===== src/rtl/mic_adc_scan_scheduler_pkg.sv =====
// Shared definitions for the microphone/analog ADC scan scheduler: FSM encoding,
// frame-rate divider presets and a constant-width helper.
package mic_pkg;

   typedef enum logic [2:0] {
      IDLE  = 3'd0,
      START = 3'd1,
      WAIT  = 3'd2,
      PUSH  = 3'd3,
      NEXT  = 3'd4
   } state_e;

   localparam int DEFAULT_DIV_40KHZ = 2499;
   localparam int DEFAULT_DIV_20KHZ = 4999;
   localparam int MIN_DIV           = 3;

   // Index width for n items, never less than 1 so a single channel still has a port.
   function automatic int clog2(input int n);
      int r;
      r = 1;
      for (int i = 1; i < 31; i++) begin
         if ((1 << i) < n) r = i + 1;
      end
      return r;
   endfunction

endpackage


===== src/rtl/mic_adc_scan_scheduler_rate_tick.sv =====
// Frame-period counter: counts 0..max(div_value, MIN_DIV) and emits a one-cycle
// registered tick on each wrap.
module mic_rate_tick
   import mic_pkg::*;
#(
   parameter int DIV_W = 16
) (
   input  logic             clk,
   input  logic             rst,
   input  logic             enable,
   input  logic [DIV_W-1:0] div_value,
   output logic             tick
);

   logic [DIV_W-1:0] lim;
   logic [DIV_W-1:0] cnt_q, cnt_d;
   logic             tick_q, tick_d;

   assign lim = (div_value < DIV_W'(MIN_DIV)) ? DIV_W'(MIN_DIV) : div_value;

   // A limit that drops below the running count forces a wrap on the next edge.
   always_comb begin
      cnt_d  = cnt_q + 1'b1;
      tick_d = 1'b0;
      if (!enable) begin
         cnt_d = '0;
      end else if (cnt_q >= lim) begin
         cnt_d  = '0;
         tick_d = 1'b1;
      end
   end

   always_ff @(posedge clk) begin
      if (rst) begin
         cnt_q  <= '0;
         tick_q <= 1'b0;
      end else begin
         cnt_q  <= cnt_d;
         tick_q <= tick_d;
      end
   end

   assign tick = tick_q;

endmodule


===== src/rtl/mic_adc_scan_scheduler.sv =====
// Scans the enabled ADC channels once per frame tick, lowest index first, and
// streams tagged results; overruns and stuck conversions raise sticky flags.
module mic_adc_scan_scheduler
   import mic_pkg::*;
#(
   parameter int NUM_CH  = 2,
   parameter int CH_W    = 1,
   parameter int DATA_W  = 10,
   parameter int DIV_W   = 16,
   parameter int TIMEOUT = 255
) (
   input  logic              clk,
   input  logic              rst,
   input  logic              enable,
   input  logic [DIV_W-1:0]  div_value,
   input  logic [NUM_CH-1:0] ch_mask,
   input  logic              clr_err,
   output logic              conv_start,
   output logic [CH_W-1:0]   conv_ch,
   input  logic              conv_done,
   input  logic [DATA_W-1:0] conv_data,
   output logic              smp_valid,
   input  logic              smp_ready,
   output logic [DATA_W-1:0] smp_data,
   output logic [CH_W-1:0]   smp_ch,
   output logic              busy,
   output logic              overrun,
   output logic              timeout_err
);

   localparam int TMO_W = clog2(TIMEOUT + 1);

   logic              tick;
   state_e            state_q;
   logic [NUM_CH-1:0] mask_q;
   logic [CH_W-1:0]   cur_ch_q, smp_ch_q;
   logic [DATA_W-1:0] smp_data_q;
   logic [TMO_W-1:0]  tmo_q;
   logic              conv_start_q, smp_valid_q, overrun_q, timeout_q;
   logic [CH_W:0]     first_sel, next_sel;

   mic_rate_tick #(.DIV_W(DIV_W)) u_tick (
      .clk       (clk),
      .rst       (rst),
      .enable    (enable),
      .div_value (div_value),
      .tick      (tick)
   );

   // Returns {found, index} of the lowest set mask bit at or above 'from'.
   function automatic logic [CH_W:0] find_next(input logic [NUM_CH-1:0] m, input int from);
      logic [CH_W:0] r;
      r = '0;
      for (int i = NUM_CH - 1; i >= 0; i--) begin
         if (m[i] && i >= from) r = {1'b1, CH_W'(i)};
      end
      return r;
   endfunction

   assign first_sel = find_next(ch_mask, 0);
   assign next_sel  = find_next(mask_q, int'(cur_ch_q) + 1);

   always_ff @(posedge clk) begin
      if (rst) begin
         state_q      <= IDLE;
         mask_q       <= '0;
         cur_ch_q     <= '0;
         smp_ch_q     <= '0;
         smp_data_q   <= '0;
         tmo_q        <= '0;
         conv_start_q <= 1'b0;
         smp_valid_q  <= 1'b0;
         overrun_q    <= 1'b0;
         timeout_q    <= 1'b0;
      end else begin
         conv_start_q <= 1'b0;
         // Clear first so a same-cycle error event below overrides it.
         if (clr_err) begin
            overrun_q <= 1'b0;
            timeout_q <= 1'b0;
         end
         if (tick && state_q != IDLE) overrun_q <= 1'b1;

         case (state_q)
            IDLE: begin
               if (tick && enable && first_sel[CH_W]) begin
                  mask_q       <= ch_mask;
                  cur_ch_q     <= first_sel[CH_W-1:0];
                  conv_start_q <= 1'b1;
                  state_q      <= START;
               end
            end
            START: begin
               tmo_q   <= '0;
               state_q <= WAIT;
            end
            WAIT: begin
               if (conv_done) begin
                  smp_data_q  <= conv_data;
                  smp_ch_q    <= cur_ch_q;
                  smp_valid_q <= 1'b1;
                  state_q     <= PUSH;
               end else if (tmo_q == TMO_W'(TIMEOUT - 1)) begin
                  timeout_q <= 1'b1;
                  state_q   <= NEXT;
               end else begin
                  tmo_q <= tmo_q + 1'b1;
               end
            end
            PUSH: begin
               if (smp_ready) begin
                  smp_valid_q <= 1'b0;
                  state_q     <= NEXT;
               end
            end
            NEXT: begin
               if (next_sel[CH_W]) begin
                  cur_ch_q     <= next_sel[CH_W-1:0];
                  conv_start_q <= 1'b1;
                  state_q      <= START;
               end else begin
                  state_q <= IDLE;
               end
            end
            default: state_q <= IDLE;
         endcase
      end
   end

   assign conv_start  = conv_start_q;
   assign conv_ch     = cur_ch_q;
   assign smp_valid   = smp_valid_q;
   assign smp_data    = smp_data_q;
   assign smp_ch      = smp_ch_q;
   assign busy        = (state_q != IDLE);
   assign overrun     = overrun_q;
   assign timeout_err = timeout_q;

endmodule


===== config.mk =====
export PLATFORM = sky130hd
export DESIGN_NAME = mic_adc_scan_scheduler
export DESIGN_NICKNAME = d
export VERILOG_FILES = /design/src/rtl/mic_adc_scan_scheduler_pkg.sv /design/src/rtl/mic_adc_scan_scheduler_rate_tick.sv /design/src/rtl/mic_adc_scan_scheduler.sv
export SDC_FILE = /design/constraint.sdc
export NUM_CORES = 1
export LEC_CHECK = 0
export BUFFER_PORTS_ARGS = -buffer_cell sky130_fd_sc_hd__buf_2
export CORE_ASPECT_RATIO = 0.6
export CORE_UTILIZATION = 54
export DETAILED_ROUTE_END_ITERATION = 10
export GPL_TIMING_DRIVEN = 0
export MAX_ROUTING_LAYER = met4
export PLACE_DENSITY_LB_ADDON = 0.15
export SLEW_MARGIN = 40
export SYNTH_ARGS = -nofsm -noshare
export SYNTH_HDL_FRONTEND = slang
export SYNTH_HIERARCHICAL = 1
export SYNTH_SLANG_ARGS = --single-unit

===== constraint.sdc =====
create_clock -name clk -period 3 [get_ports clk]
set_input_delay 0.3 -clock clk [delete_from_list [all_inputs] [get_ports clk]]
set_output_delay 0.3 -clock clk [all_outputs]
set_load 0.02 [all_outputs]

==> results.env, run 1 <==
SEQUENTIAL_CELL_AREA_UM2=901
POST-ROUTE-DRC-COUNT=0
WORST_SLEW_PIN_SLEW_NS=0.628
FIRST_GLOBAL_VIAS=1880
VIAS_PER_CELL=5.38
INITIAL_CORE_UTIL_PCT=57.9
SYNTH_EDF_COUNT=0
NNETSFINAL=403
WORST-PATH-MAX-FANOUT=10
POST_ROUTE_CELLS_DRIVE_ABOVE_1_SHARE_PCT=23.4
POSTSYNTHNETCOUNT=346
ROOT_BUFFER='sky130_fd_sc_hd__clkbuf_8'
CLOCK_INSERTION_DELAY_WORST_SKEW_NS=0.30
SYNTH-WARNING-COUNT=6
NETLIST_INSTANCES=293
YS.FLOP_TYPE='sky130_fd_sc_hd__dfxtp_1'
GRT_FIRST_PASS_WIRELENGTH_UM=8970
GRT_ANTENNA_BEFORE_REPAIR=0
LAYOUT.CELL_AREA.NON_FILLER_UM2=2860
PORT_BUFFERS=50
DETAIL-ROUTE-ANTENNA-NETS=0
ANTENNA-DIODE-COUNT=0
YOSYS_REGISTER_BITS=45
FMAX_MHz=399
SYNTH.TOP_CELLS.BY_AREA='sky130_fd_sc_hd__dfxtp_1 37%, sky130_fd_sc_hd__ha_1 9.7%, sky130_fd_sc_hd__nand2_1 6.0%, sky130_fd_sc_hd__a21oi_1 5.1%, sky130_fd_sc_hd__nor2_1 3.4%'
DIE_W_UM=89.0
CLKSINKCOUNT=45
IR_DROP_uV=350
SYNTH_CELL_TYPES=52
NUMBER_OF_SETUP_VIOLATIONS_IN_THE_FINAL_REPORT=0
GLOBAL_ROUTE.OVERFLOW_TOTAL=0
DP_SLACK_NS=0.244
MAX_CAP_VIOLATIONS=0
TIMING.REG2REG.WORST_PATH_DEPTH=7
POST-SYNTH-TOP-AREA-FRACTION_PCT=36.8
CRIT_REQUIRED_NS=3.24
RSZ0062_AT_GRT='no'
POSTCTSHOLDBUFS=0
CELLLEAKAGEPOWER_nW=1.23
H_TREE_LEVEL_COUNT=2
CLOCK-SKEW-FINAL_NS=0.00755
MULTIINPUTGATEAREA_UM2=1420
POSTSYNTHAREAPERCELL_UM2=8.37
SYNTH_TOP_CELLS_BY_COUNT='45 x sky130_fd_sc_hd__dfxtp_1, 39 x sky130_fd_sc_hd__nand2_1, 25 x sky130_fd_sc_hd__a21oi_1'
ROUTED_WL_UM=5570
WORST_MAX_SLEW_MARGIN_EXPRESSED_RELATIVE_TO_THE_LIMIT_PCT=57.9
TRITONCTS.NUM_BUFFERS=5
DIE_H_UM=54.2
SIGNED_AREA_CHANGE_FROM_THE_SYNTHESIZED_NETLIST_TO_THE_FINAL_LAYOUT_PCT=16.8
TIMING.SETUP.TNS_NS=0
POWER_mW=1.44
FLOORPLAN.ROWS=18
DRT_ITER0_MARKERS=105
PIN_COUNT=51
TRITONCTS='built'
TIMING.REG2REG.SETUP_SLACK_NS=0.82
SHARE_OF_THE_CLOCK_PERIOD_USED_BY_THE_WORST_PATH_AFTER_LAYOUT_PCT=83.6
PWR_DENSITY_CELL_nW_PER_UM2=504
PLACE.GP.CONGESTION=0.818
CP-ENDPOINT='u_tick/cnt_q[9]'
WORST_EP_ARRIVAL_TIME_NS=2.75
WORST_SETUP_PATH_STARTPOINT='div_value[13]'
POSTPLACECELLAREA_UM2=2780
ASYNCSETRESETFLOPFRACSYNTH_PCT=0
SETUP_SLACK_NS=0.491
CRITICAL_PATH.ENDPOINT_TYPE='flop'
FLOORPLAN.DIE_AREA_UM2=4820
CTS.PATH.MAX_BUFFERS=2
VIAS_AFTER_DETAILED_ROUTING=2212
DRTPASS1ITERATIONS=4
SEQ_AREA_FRAC_SYNTH_PCT=36.8
GROUTE.USAGE.OVERALL_PCT=26.2
SYNTH_TOP_AREA_CELL='sky130_fd_sc_hd__dfxtp_1'
HOLD_CLASS='primary input to flop'
POST_CTS_RESIZE_COUNT=0
HOLD-WORST-SLACK_NS=0.226
PLACE.DETAILED.HPWL_UM=4380
GRT_MAX_DEGREE=15
PLACEABLECOREAREA_UM2=4230
FINAL_CELLS=411
ROUTE.DETAILED.WL_PER_INST_UM=13.6
CRITICAL_PATH.STARTPOINT_TYPE='primary input'
RR_ENDPOINT='u_tick/cnt_q[9]'
FILLERINSTANCES=384
TOP_COUNT_CELL_POST_SYNTH='sky130_fd_sc_hd__dfxtp_1'
CLKSLEWWORSTSETUPHOLDPATHS_NS=0.09
PLACE_INST=403
RESULT_OF_THE_RUN='complete, no violations'
WORST_R2R_STARTPOINT='u_tick/cnt_q[11]'
CRITPATHKIND='primary input to flop'
POSTCTSSETUPBUFFERS=0
FINAL-MAX-SLEW-VIOLATION-COUNT=0
SYNTH.CELL_AREA_UM2=2450
FINISH.UTILIZATION_PCT=67.6
PERIOD_MINUS_SLACK_NS=2.51
TIMING_HOLD_VIOLATIONS_FINAL=0
-- flip-flops by register name, indices dropped and copies added (netlist names) --
register / count
smp_ch: 1
conv_start: 1
conv_ch: 1
overrun: 1
smp_data: 10
u_tick/cnt_q: 16
mask_q: 1
smp_valid: 1
state_q: 3
tmo_q: 8
timeout_err: 1
u_tick/tick: 1
-- worst min path at each step --
stage,endpoint,start,depth (start not counted),slack [ns]
after floorplan,smp_data[0],conv_data[0],2,0.44
after global placement,smp_ch,smp_ch,2,0.44
after global routing,smp_data[1],conv_data[1],3,0.22
after CTS,smp_data[9],conv_data[9],3,0.22
after detailed placement,smp_data[4],smp_data[4],2,0.44
final,smp_data[1],conv_data[1],3,0.23
-- worst max-delay path, cell delays in order --
cell	delay, ns
sky130_fd_sc_hd__buf_2	0.10
sky130_fd_sc_hd__nor4_1	0.57
sky130_fd_sc_hd__a41oi_1	0.19
sky130_fd_sc_hd__ha_1	0.33
sky130_fd_sc_hd__nor2b_4	0.13
sky130_fd_sc_hd__o211a_1	0.21
sky130_fd_sc_hd__o311ai_2	0.36
sky130_fd_sc_hd__nand4_4	0.20
sky130_fd_sc_hd__buf_6	0.24
sky130_fd_sc_hd__nor2_2	0.11
-- report_power, final --
| group | leakage [nW] | internal, mW | switching (mW) | total [mW] |
|---|---|---|---|---|
| registers | 0.363 | 0.636 | 0.0357 | 0.672 |
| clock network | 0.0439 | 0.161 | 0.209 | 0.369 |
| logic | 0.826 | 0.155 | 0.247 | 0.401 |
-- placed cells by master (no fill, tap or decap), types with 2 or more instances in the layout --
master,Yosys,final
sky130_fd_sc_hd__nor2_2,9,9
sky130_fd_sc_hd__nor2b_1,4,4
sky130_fd_sc_hd__nor2_1,22,22
sky130_fd_sc_hd__or2_2,2,2
sky130_fd_sc_hd__ha_1,19,19
sky130_fd_sc_hd__buf_6,2,2
sky130_fd_sc_hd__nand2b_1,3,3
sky130_fd_sc_hd__o31ai_1,2,2
sky130_fd_sc_hd__or3b_2,2,2
sky130_fd_sc_hd__o21ai_0,7,7
sky130_fd_sc_hd__nand2_1,39,39
sky130_fd_sc_hd__and4_1,3,3
sky130_fd_sc_hd__a31oi_1,2,2
sky130_fd_sc_hd__a211oi_1,3,3
sky130_fd_sc_hd__clkbuf_1,7,7
sky130_fd_sc_hd__a41oi_1,2,2
sky130_fd_sc_hd__clkinv_2,0,2
sky130_fd_sc_hd__a21oi_1,25,25
sky130_fd_sc_hd__nand3_1,14,14
sky130_fd_sc_hd__a41o_1,2,2
sky130_fd_sc_hd__xor2_1,8,8
sky130_fd_sc_hd__inv_1,21,21
sky130_fd_sc_hd__nand4_1,4,4
sky130_fd_sc_hd__xnor2_1,7,7
sky130_fd_sc_hd__clkbuf_8,0,5
sky130_fd_sc_hd__or3_1,2,2
sky130_fd_sc_hd__nor4_1,4,4
sky130_fd_sc_hd__a21o_1,2,2
sky130_fd_sc_hd__and3_1,2,2
sky130_fd_sc_hd__nor3_1,6,6
sky130_fd_sc_hd__buf_2,1,51
sky130_fd_sc_hd__dfxtp_1,45,45
-- area by class of cell --
class / count / area share (%)
multi-input combinational: 217 / 49.5
sequential: 45 / 31.5
timing repair buffer: 50 / 8.74
inverter: 21 / 2.75
tap: 60 / 2.62
clock buffer: 5 / 2.40
buffer: 10 / 1.88
clock inverter: 3 / 0.612
-- metal layers --
layer  vias up  share of wire (%)  global-route usage [%]
li1       1137                  -                       -
met1       999                 54                    39.6
met4         0               0.50                    5.82
met2        70                 40                    34.2
met5         -                  0                       -
met3         6                5.6                    6.13
-- cells by family after synthesis --
kind of cell	Yosys count	share of synthesized area, %
AND/OR/NAND/NOR	128	28.1
flip-flops	45	36.8
multiplexers	1	0.408
XOR/XNOR	15	5.36
adder cells (fa/ha/maj)	19	9.70
AO/OA/AOI/OAI	54	14.3
buffers and inverters	31	5.41
Power figures use the tool's default switching activity.
==> run 2, diff against run 1 <==
==> constraint.sdc (replaced) <==
create_clock -name clk -period 2.5 [get_ports clk]
set_input_delay 0.25 -clock clk [delete_from_list [all_inputs] [get_ports clk]]
set_output_delay 0.25 -clock clk [all_outputs]
set_load 0.02 [all_outputs]
==> results.env, run 2 (same netlist as run 1, synthesis figures left out) <==
RESULT_OF_THE_RUN='complete, no violations'
WORST_EP_ARRIVAL_TIME_NS=2.53
MET2_USAGE_PCT=34.2
PLACEABLECOREAREA_UM2=4230
DIE_W_UM=89.0
IR_DROP_uV=420
CELLLEAKAGEPOWER_nW=1.23
CRIT_REQUIRED_NS=2.74
POST-ROUTE-DRC-COUNT=0
FINISH.UTILIZATION_PCT=67.9
TRITONCTS.NUM_BUFFERS=5
HIGHEST_COUNT_CELLS_IN_THE_LAYOUT_IGNORING_FILL_AND_TAPS='51 x sky130_fd_sc_hd__buf_2, 45 x sky130_fd_sc_hd__dfxtp_1, 39 x sky130_fd_sc_hd__nand2_1'
FMAX_MHz=437
GRT_MAX_DEGREE=15
CLOCK-SKEW-FINAL_NS=0.00716
POWER_FRAC_CLOCK_PCT=25.6
GRT_MOST_USED_LAYER='met1'
DRTPASS1ITERATIONS=4
CLKSLEWWORSTSETUPHOLDPATHS_NS=0.09
ROUTE.DETAILED.WL_PER_INST_UM=13.5
WORST_MAX_SLEW_MARGIN_EXPRESSED_RELATIVE_TO_THE_LIMIT_PCT=59.4
WORST-PATH-MAX-FANOUT=10
DRT_ITER0_MARKERS=113
CTS.PATH.MAX_BUFFERS=2
GRT.MET3_USAGE_PCT=6.13
PLACE.DETAILED.HPWL_UM=4380
ROOT_BUFFER='sky130_fd_sc_hd__clkbuf_8'
HOLD-WORST-SLACK_NS=0.175
VIAS_PER_CELL=5.38
PERIOD_MINUS_SLACK_NS=2.29
MAX_CAP_VIOLATIONS=0
TIMING_HOLD_VIOLATIONS_FINAL=0
GLOBAL_ROUTE.OVERFLOW_TOTAL=0
DIE_H_UM=54.2
TRITONCTS='built'
POST_ROUTE_CELLS_DRIVE_ABOVE_1_SHARE_PCT=23.9
FINAL_COMMON_CELL='sky130_fd_sc_hd__buf_2'
ANTENNA-DIODE-COUNT=0
HOLD_CLASS='primary input to flop'
SWITCHING_POWER_uW=588
DETAIL-ROUTE-ANTENNA-NETS=0
CRITICAL_PATH.ENDPOINT_TYPE='flop'
LARGEST_REG_FLOPS=16
CLKSINKCOUNT=45
MAX_FLOP_REGISTER='u_tick/cnt_q'
H_TREE_LEVEL_COUNT=2
SIGNED_AREA_CHANGE_FROM_THE_SYNTHESIZED_NETLIST_TO_THE_FINAL_LAYOUT_PCT=17.3
SEQ_POWER_SHARE_PCT=46.5
NUMBER_OF_SETUP_VIOLATIONS_IN_THE_FINAL_REPORT=0
PORT_BUFFERS=50
GRT_FIRST_PASS_WIRELENGTH_UM=8970
PIN_COUNT=51
COMB_POWER_SHARE_PCT=27.9
GROUTE.USAGE.OVERALL_PCT=26.2
FINAL-MAX-SLEW-VIOLATION-COUNT=0
CRITPATHKIND='primary input to flop'
RSZ0062_AT_GRT='no'
CELL_INTERNAL_PWR_mW=1.14
FILLERINSTANCES=379
INITIAL_CORE_UTIL_PCT=57.9
FIRST_GLOBAL_VIAS=1880
PLACE.GP.CONGESTION=0.818
NNETSFINAL=403
FLOORPLAN.DIE_AREA_UM2=4820
WORST_SLEW_PIN_SLEW_NS=0.605
ROUTED_WL_UM=5570
CRITICAL_PATH.STARTPOINT_TYPE='primary input'
MET1_USAGE_PCT=39.6
VIAS_AFTER_DETAILED_ROUTING=2211
FLOORPLAN.ROWS=18
SHARE_OF_THE_CLOCK_PERIOD_USED_BY_THE_WORST_PATH_AFTER_LAYOUT_PCT=91.5
GRT_ANTENNA_BEFORE_REPAIR=0
CLOCK_INSERTION_DELAY_WORST_SKEW_NS=0.30
PWR_DENSITY_CELL_nW_PER_UM2=602
SWITCHING_SHARE_PCT=34.0
==> run 2: cell type report <==
type                       instances  area [um2]  share of cell area [%]
multi-input combinational        217        1430                    49.7
sequential                        45         901                    31.3
timing repair buffer              50         250                    8.70
inverter                          21        78.8                    2.74
tap                               60        75.1                    2.61
clock buffer                       5        68.8                    2.39
buffer                            10        53.8                    1.87
clock inverter                     3        17.5                   0.609
==> run 2: worst paths after layout <==
kind / cells past startpoint / endpoint / slack [ns] / from
worst min-delay path: 3 / smp_data[1] / 0.17 / conv_data[1]
worst max register to register: 7 / u_tick/cnt_q[9] / 0.34 / u_tick/cnt_q[11]
worst min register to register: 2 / smp_data[4] / 0.46 / smp_data[4]
worst max-delay path: 10 / u_tick/cnt_q[9] / 0.21 / div_value[13]
==> run 2: power groups by stage <==
stage | Clock, mW | Combinational [mW] | Sequential [mW]
after floorplan | 0 | 0.304 | 0.844
after global placement | 0 | 0.466 | 0.819
after detailed placement | 0 | 0.478 | 0.820
after CTS | 0.450 | 0.480 | 0.804
after global routing | 0.488 | 0.542 | 0.813
final | 0.443 | 0.482 | 0.806
==> run 2: what timing repair did <==
action / 4_1_cts / 5_1_grt
resized for setup: 0 / 2
setup endpoints to repair: 0 / 10
hold buffers: 0 / 0
buffers inserted: 0 / 0
==> run 2: stage by stage <==
step,cell area [um2],setup TNS (ns),power [mW],setup slack (ns),cells
after floorplan,2450,0,1.15,0.289,293
after global placement,2780,-1.64,1.28,-0.170,403
after detailed placement,2780,-2.23,1.30,-0.206,403
after CTS,2860,0,1.73,0.0928,411
after global routing,2880,0,1.84,0.0121,411
final,2880,0,1.73,0.213,411
==> run 2: metal layers <==
metal	part of all wire, %	wire [um]	vias up
li1	-	-	1142
met1	53	2950	989
met2	40	2220	71
met3	6.4	355	9
met4	0.75	42	0
met5	0	0	-
==> run 2: critical path, stage by stage <==
cell                       delay [ns]
sky130_fd_sc_hd__buf_2           0.11
sky130_fd_sc_hd__nor4_2          0.42
sky130_fd_sc_hd__a41oi_1         0.17
sky130_fd_sc_hd__ha_1            0.32
sky130_fd_sc_hd__nor2b_4         0.13
sky130_fd_sc_hd__o211a_1         0.21
sky130_fd_sc_hd__o311ai_2        0.36
sky130_fd_sc_hd__nand4_4         0.20
sky130_fd_sc_hd__buf_6           0.24
sky130_fd_sc_hd__nor2_2          0.11
==> run 3, diff against run 2 <==
--- a/config.mk
+++ b/config.mk
@@ -5,9 +5,10 @@
 export SDC_FILE = /design/constraint.sdc
 export NUM_CORES = 1
 export LEC_CHECK = 0
+export ABC_AREA = 1
 export BUFFER_PORTS_ARGS = -buffer_cell sky130_fd_sc_hd__buf_2
 export CORE_ASPECT_RATIO = 0.6
-export CORE_UTILIZATION = 54
+export CORE_UTILIZATION = 55
 export DETAILED_ROUTE_END_ITERATION = 10
 export GPL_TIMING_DRIVEN = 0
 export MAX_ROUTING_LAYER = met4
==> results.env, run 3 <==
CELLLEAKAGEPOWER_nW=1.44
VIAS_PER_CELL=4.98
POSTSYNTHNETCOUNT=426
RSZ0062_AT_GRT='no'
POSTCTSSETUPBUFFERS=0
GRT_FIRST_PASS_WIRELENGTH_UM=10200
VIAS_AFTER_DETAILED_ROUTING=2458
FLOORPLAN.DIE_AREA_UM2=5140
LARGEST_REG_FLOPS=16
GRT_MAX_DEGREE=16
GLOBAL_ROUTE.OVERFLOW_TOTAL=0
DIE_W_UM=91.9
WORST_MAX_SLEW_MARGIN_EXPRESSED_RELATIVE_TO_THE_LIMIT_PCT=42.0
PWR_DENSITY_CELL_nW_PER_UM2=615
CLOCK-SKEW-FINAL_NS=0.0112
ROUTE.DETAILED.WL_PER_INST_UM=12.3
YOSYS_REGISTER_BITS=45
GRT_ANTENNA_BEFORE_REPAIR=0
ROUTED_WL_UM=6070
CLKSLEWWORSTSETUPHOLDPATHS_NS=0.09
POST-ROUTE-DRC-COUNT=0
DIE_H_UM=56.0
DETAIL-ROUTE-ANTENNA-NETS=0
WORST-PATH-MAX-FANOUT=10
CRITICAL_PATH.STARTPOINT_TYPE='primary input'
ROOT_BUFFER='sky130_fd_sc_hd__clkbuf_8'
CLKSINKCOUNT=45
YS.FLOP_TYPE='sky130_fd_sc_hd__dfxtp_1'
SYNTH.TOP_CELLS.BY_AREA='sky130_fd_sc_hd__dfxtp_1 34%, sky130_fd_sc_hd__ha_1 8.9%, sky130_fd_sc_hd__nor2_1 8.9%, sky130_fd_sc_hd__inv_1 8.4%, sky130_fd_sc_hd__nand2_1 8.0%'
TRITONCTS='built'
DRTPASS1ITERATIONS=4
TIMING_HOLD_VIOLATIONS_FINAL=0
CRIT_CHAIN='buf_2, nor4_1, a31oi_1, ha_1, nand2_1, nand2_1, nand2_1, nand2_1, nand2_1, nand2_1, nand2_2, nand3_4, buf_6, nor2_1'
WORST_SLEW_PIN_SLEW_NS=0.862
FMAX_MHz=446
POSTCTSHOLDBUFS=0
NNETSFINAL=483
PLACEABLECOREAREA_UM2=4610
SEQ_AREA_FRAC_SYNTH_PCT=33.8
PIN_COUNT=51
PLACE.GP.CONGESTION=0.899
RESULT_OF_THE_RUN='complete, no violations'
SYNTH_TOP_CELLS_BY_COUNT='63 x sky130_fd_sc_hd__nor2_1, 60 x sky130_fd_sc_hd__inv_1, 57 x sky130_fd_sc_hd__nand2_1'
POWER_FRAC_CLOCK_PCT=34.4
SYNTH.CELL_AREA_UM2=2670
SHARE_OF_THE_CLOCK_PERIOD_USED_BY_THE_WORST_PATH_AFTER_LAYOUT_PCT=89.7
MAX_CAP_VIOLATIONS=0
POST_CTS_RESIZE_COUNT=0
SYNTH_EDF_COUNT=0
TRITONCTS.NUM_BUFFERS=5
IR_DROP_uV=470
TIMING.CRITICAL_PATH.MAX_DELAY_FAMILY='simple AND/OR/NAND/NOR gates'
FIRST_GLOBAL_VIAS=2203
SWITCHING_SHARE_PCT=31.3
CRITPATHBUFINV=2
FLOORPLAN.ROWS=19
COMB_POWER_SHARE_PCT=23.6
SEQ_POWER_SHARE_PCT=42.0
HOLD-WORST-SLACK_NS=0.185
CELL_INTERNAL_PWR_mW=1.33
CRITICAL_PATH.ENDPOINT_TYPE='flop'
SLOWEST_CELL_DELAY_ON_CRITICAL_PATH_NS=0.75
SYNTH_TOP_AREA_CELL='sky130_fd_sc_hd__dfxtp_1'
SYNTH_CELL_TYPES=35
CRIT_REQUIRED_NS=2.74
TOP_COUNT_CELL_POST_SYNTH='sky130_fd_sc_hd__nor2_1'
POSTSYNTHAREAPERCELL_UM2=7.15
POST-SYNTH-TOP-AREA-FRACTION_PCT=33.8
NUMBER_OF_SETUP_VIOLATIONS_IN_THE_FINAL_REPORT=0
CRITICAL-PATH-SLOWEST-CELL='sky130_fd_sc_hd__nor4_1'
PLACE.DETAILED.HPWL_UM=4700
FINAL_COMMON_CELL='sky130_fd_sc_hd__nor2_1'
ANTENNA-DIODE-COUNT=0
CLOCK_INSERTION_DELAY_WORST_SKEW_NS=0.31
MAX_FLOP_REGISTER='u_tick/cnt_q'
HIGHEST_COUNT_CELLS_IN_THE_LAYOUT_IGNORING_FILL_AND_TAPS='63 x sky130_fd_sc_hd__nor2_1, 60 x sky130_fd_sc_hd__inv_1, 57 x sky130_fd_sc_hd__nand2_1'
FINAL-MAX-SLEW-VIOLATION-COUNT=0
CRITPATHKIND='primary input to flop'
SWITCHING_POWER_uW=603
DRT_ITER0_MARKERS=157
SYNTH-WARNING-COUNT=6
TIMING.REG2REG.SETUP_SLACK_NS=0.76
GROUTE.USAGE.OVERALL_PCT=26.5
WORST_EP_ARRIVAL_TIME_NS=2.48
ASYNCSETRESETFLOPFRACSYNTH_PCT=0
FILLERINSTANCES=409
POST_ROUTE_CELLS_DRIVE_ABOVE_1_SHARE_PCT=24.6
H_TREE_LEVEL_COUNT=2
PORT_BUFFERS=50
PERIOD_MINUS_SLACK_NS=2.24
HOLD_CLASS='primary input to flop'
INITIAL_CORE_UTIL_PCT=57.9
NETLIST_INSTANCES=373
CTS.PATH.MAX_BUFFERS=2
FINISH.UTILIZATION_PCT=68.0
CPMOSTUSEDCELL='sky130_fd_sc_hd__nand2_1'
SIGNED_AREA_CHANGE_FROM_THE_SYNTHESIZED_NETLIST_TO_THE_FINAL_LAYOUT_PCT=17.5
-- run 3: cell types whose count changed after synthesis, sizes merged, moves of 6 or more --
cell / previous run / this run
nor2b: 6 / 0
a21oi: 25 / 18
nand3: 14 / 24
nor2: 32 / 78
nand2: 39 / 72
inv: 21 / 62
o21ai: 7 / 17
nand4: 5 / 11
-- run 3: cell type report --
type | count | area [um2] | area share (%)
flip-flops and latches | 45 | 901 | 28.7
repair buffers | 50 | 250 | 7.98
inverters | 63 | 241 | 7.70
plain buffers | 5 | 31.3 | 0.998
multi-input cells | 260 | 1500 | 47.7
well taps | 63 | 78.8 | 2.51
clock buffers | 5 | 68.8 | 2.19
clock inverters | 3 | 68.8 | 2.19
-- run 3: path summary, 6_finish.rpt --
path,startpoint,end,cells past startpoint
worst max register to register,u_tick/cnt_q[6],u_tick/cnt_q[6],11
worst max-delay path,div_value[15],u_tick/cnt_q[6],14
worst min-delay path,rst,mask_q[1],2
worst min register to register,smp_valid,smp_valid,2
-- run 3: routing by layer --
layer	vias up	routed length [um]	GRT usage (%)
met1	1090	3080	37.7
met3	6	499	7.10
met5	-	0	-
li1	1293	-	-
met4	0	57	6.25
met2	69	2430	37.2
-- run 3: worst register-to-register path, delay by kind of cell (launching register included) --
| kind | cells | cell delay (ns) |
|---|---|---|
| adders and majority gates | 1 | 0.29 |
| buffers and inverters | 2 | 0.22 |
| DFF | 1 | 0.48 |
| and+or+nand+nor | 8 | 0.68 |
-- run 3: logic make-up (layout without fill, tap and decap cells) --
group	count (synthesis)	in the layout	synth area share (%)
xor+xnor	10	10	3.28
simple gates	190	190	34.8
flops	45	45	33.8
compound gates	41	41	9.05
fa+ha+maj	19	19	8.91
buf+inv	68	126	10.2
-- run 3: power by group through the flow --
stage	clock, mW	combinational (mW)	sequential (mW)
global placement	0	0.448	0.823
detailed placement	0	0.453	0.826
floorplan	0	0.282	0.862
global route	0.710	0.508	0.818
finish	0.664	0.454	0.810
CTS	0.674	0.456	0.809
-- run 3: per-stage QoR --
stage	setup slack, ns	cell area, um2	instances	power [mW]	setup TNS (ns)
after global routing	0.146	3140	494	2.04	0
after CTS	0.302	3140	494	1.94	0
after detailed placement	-0.0216	3000	486	1.28	-0.0216
final	0.258	3140	494	1.93	0
after global placement	0.124	3000	486	1.27	0
after floorplan	0.785	2670	373	1.14	0
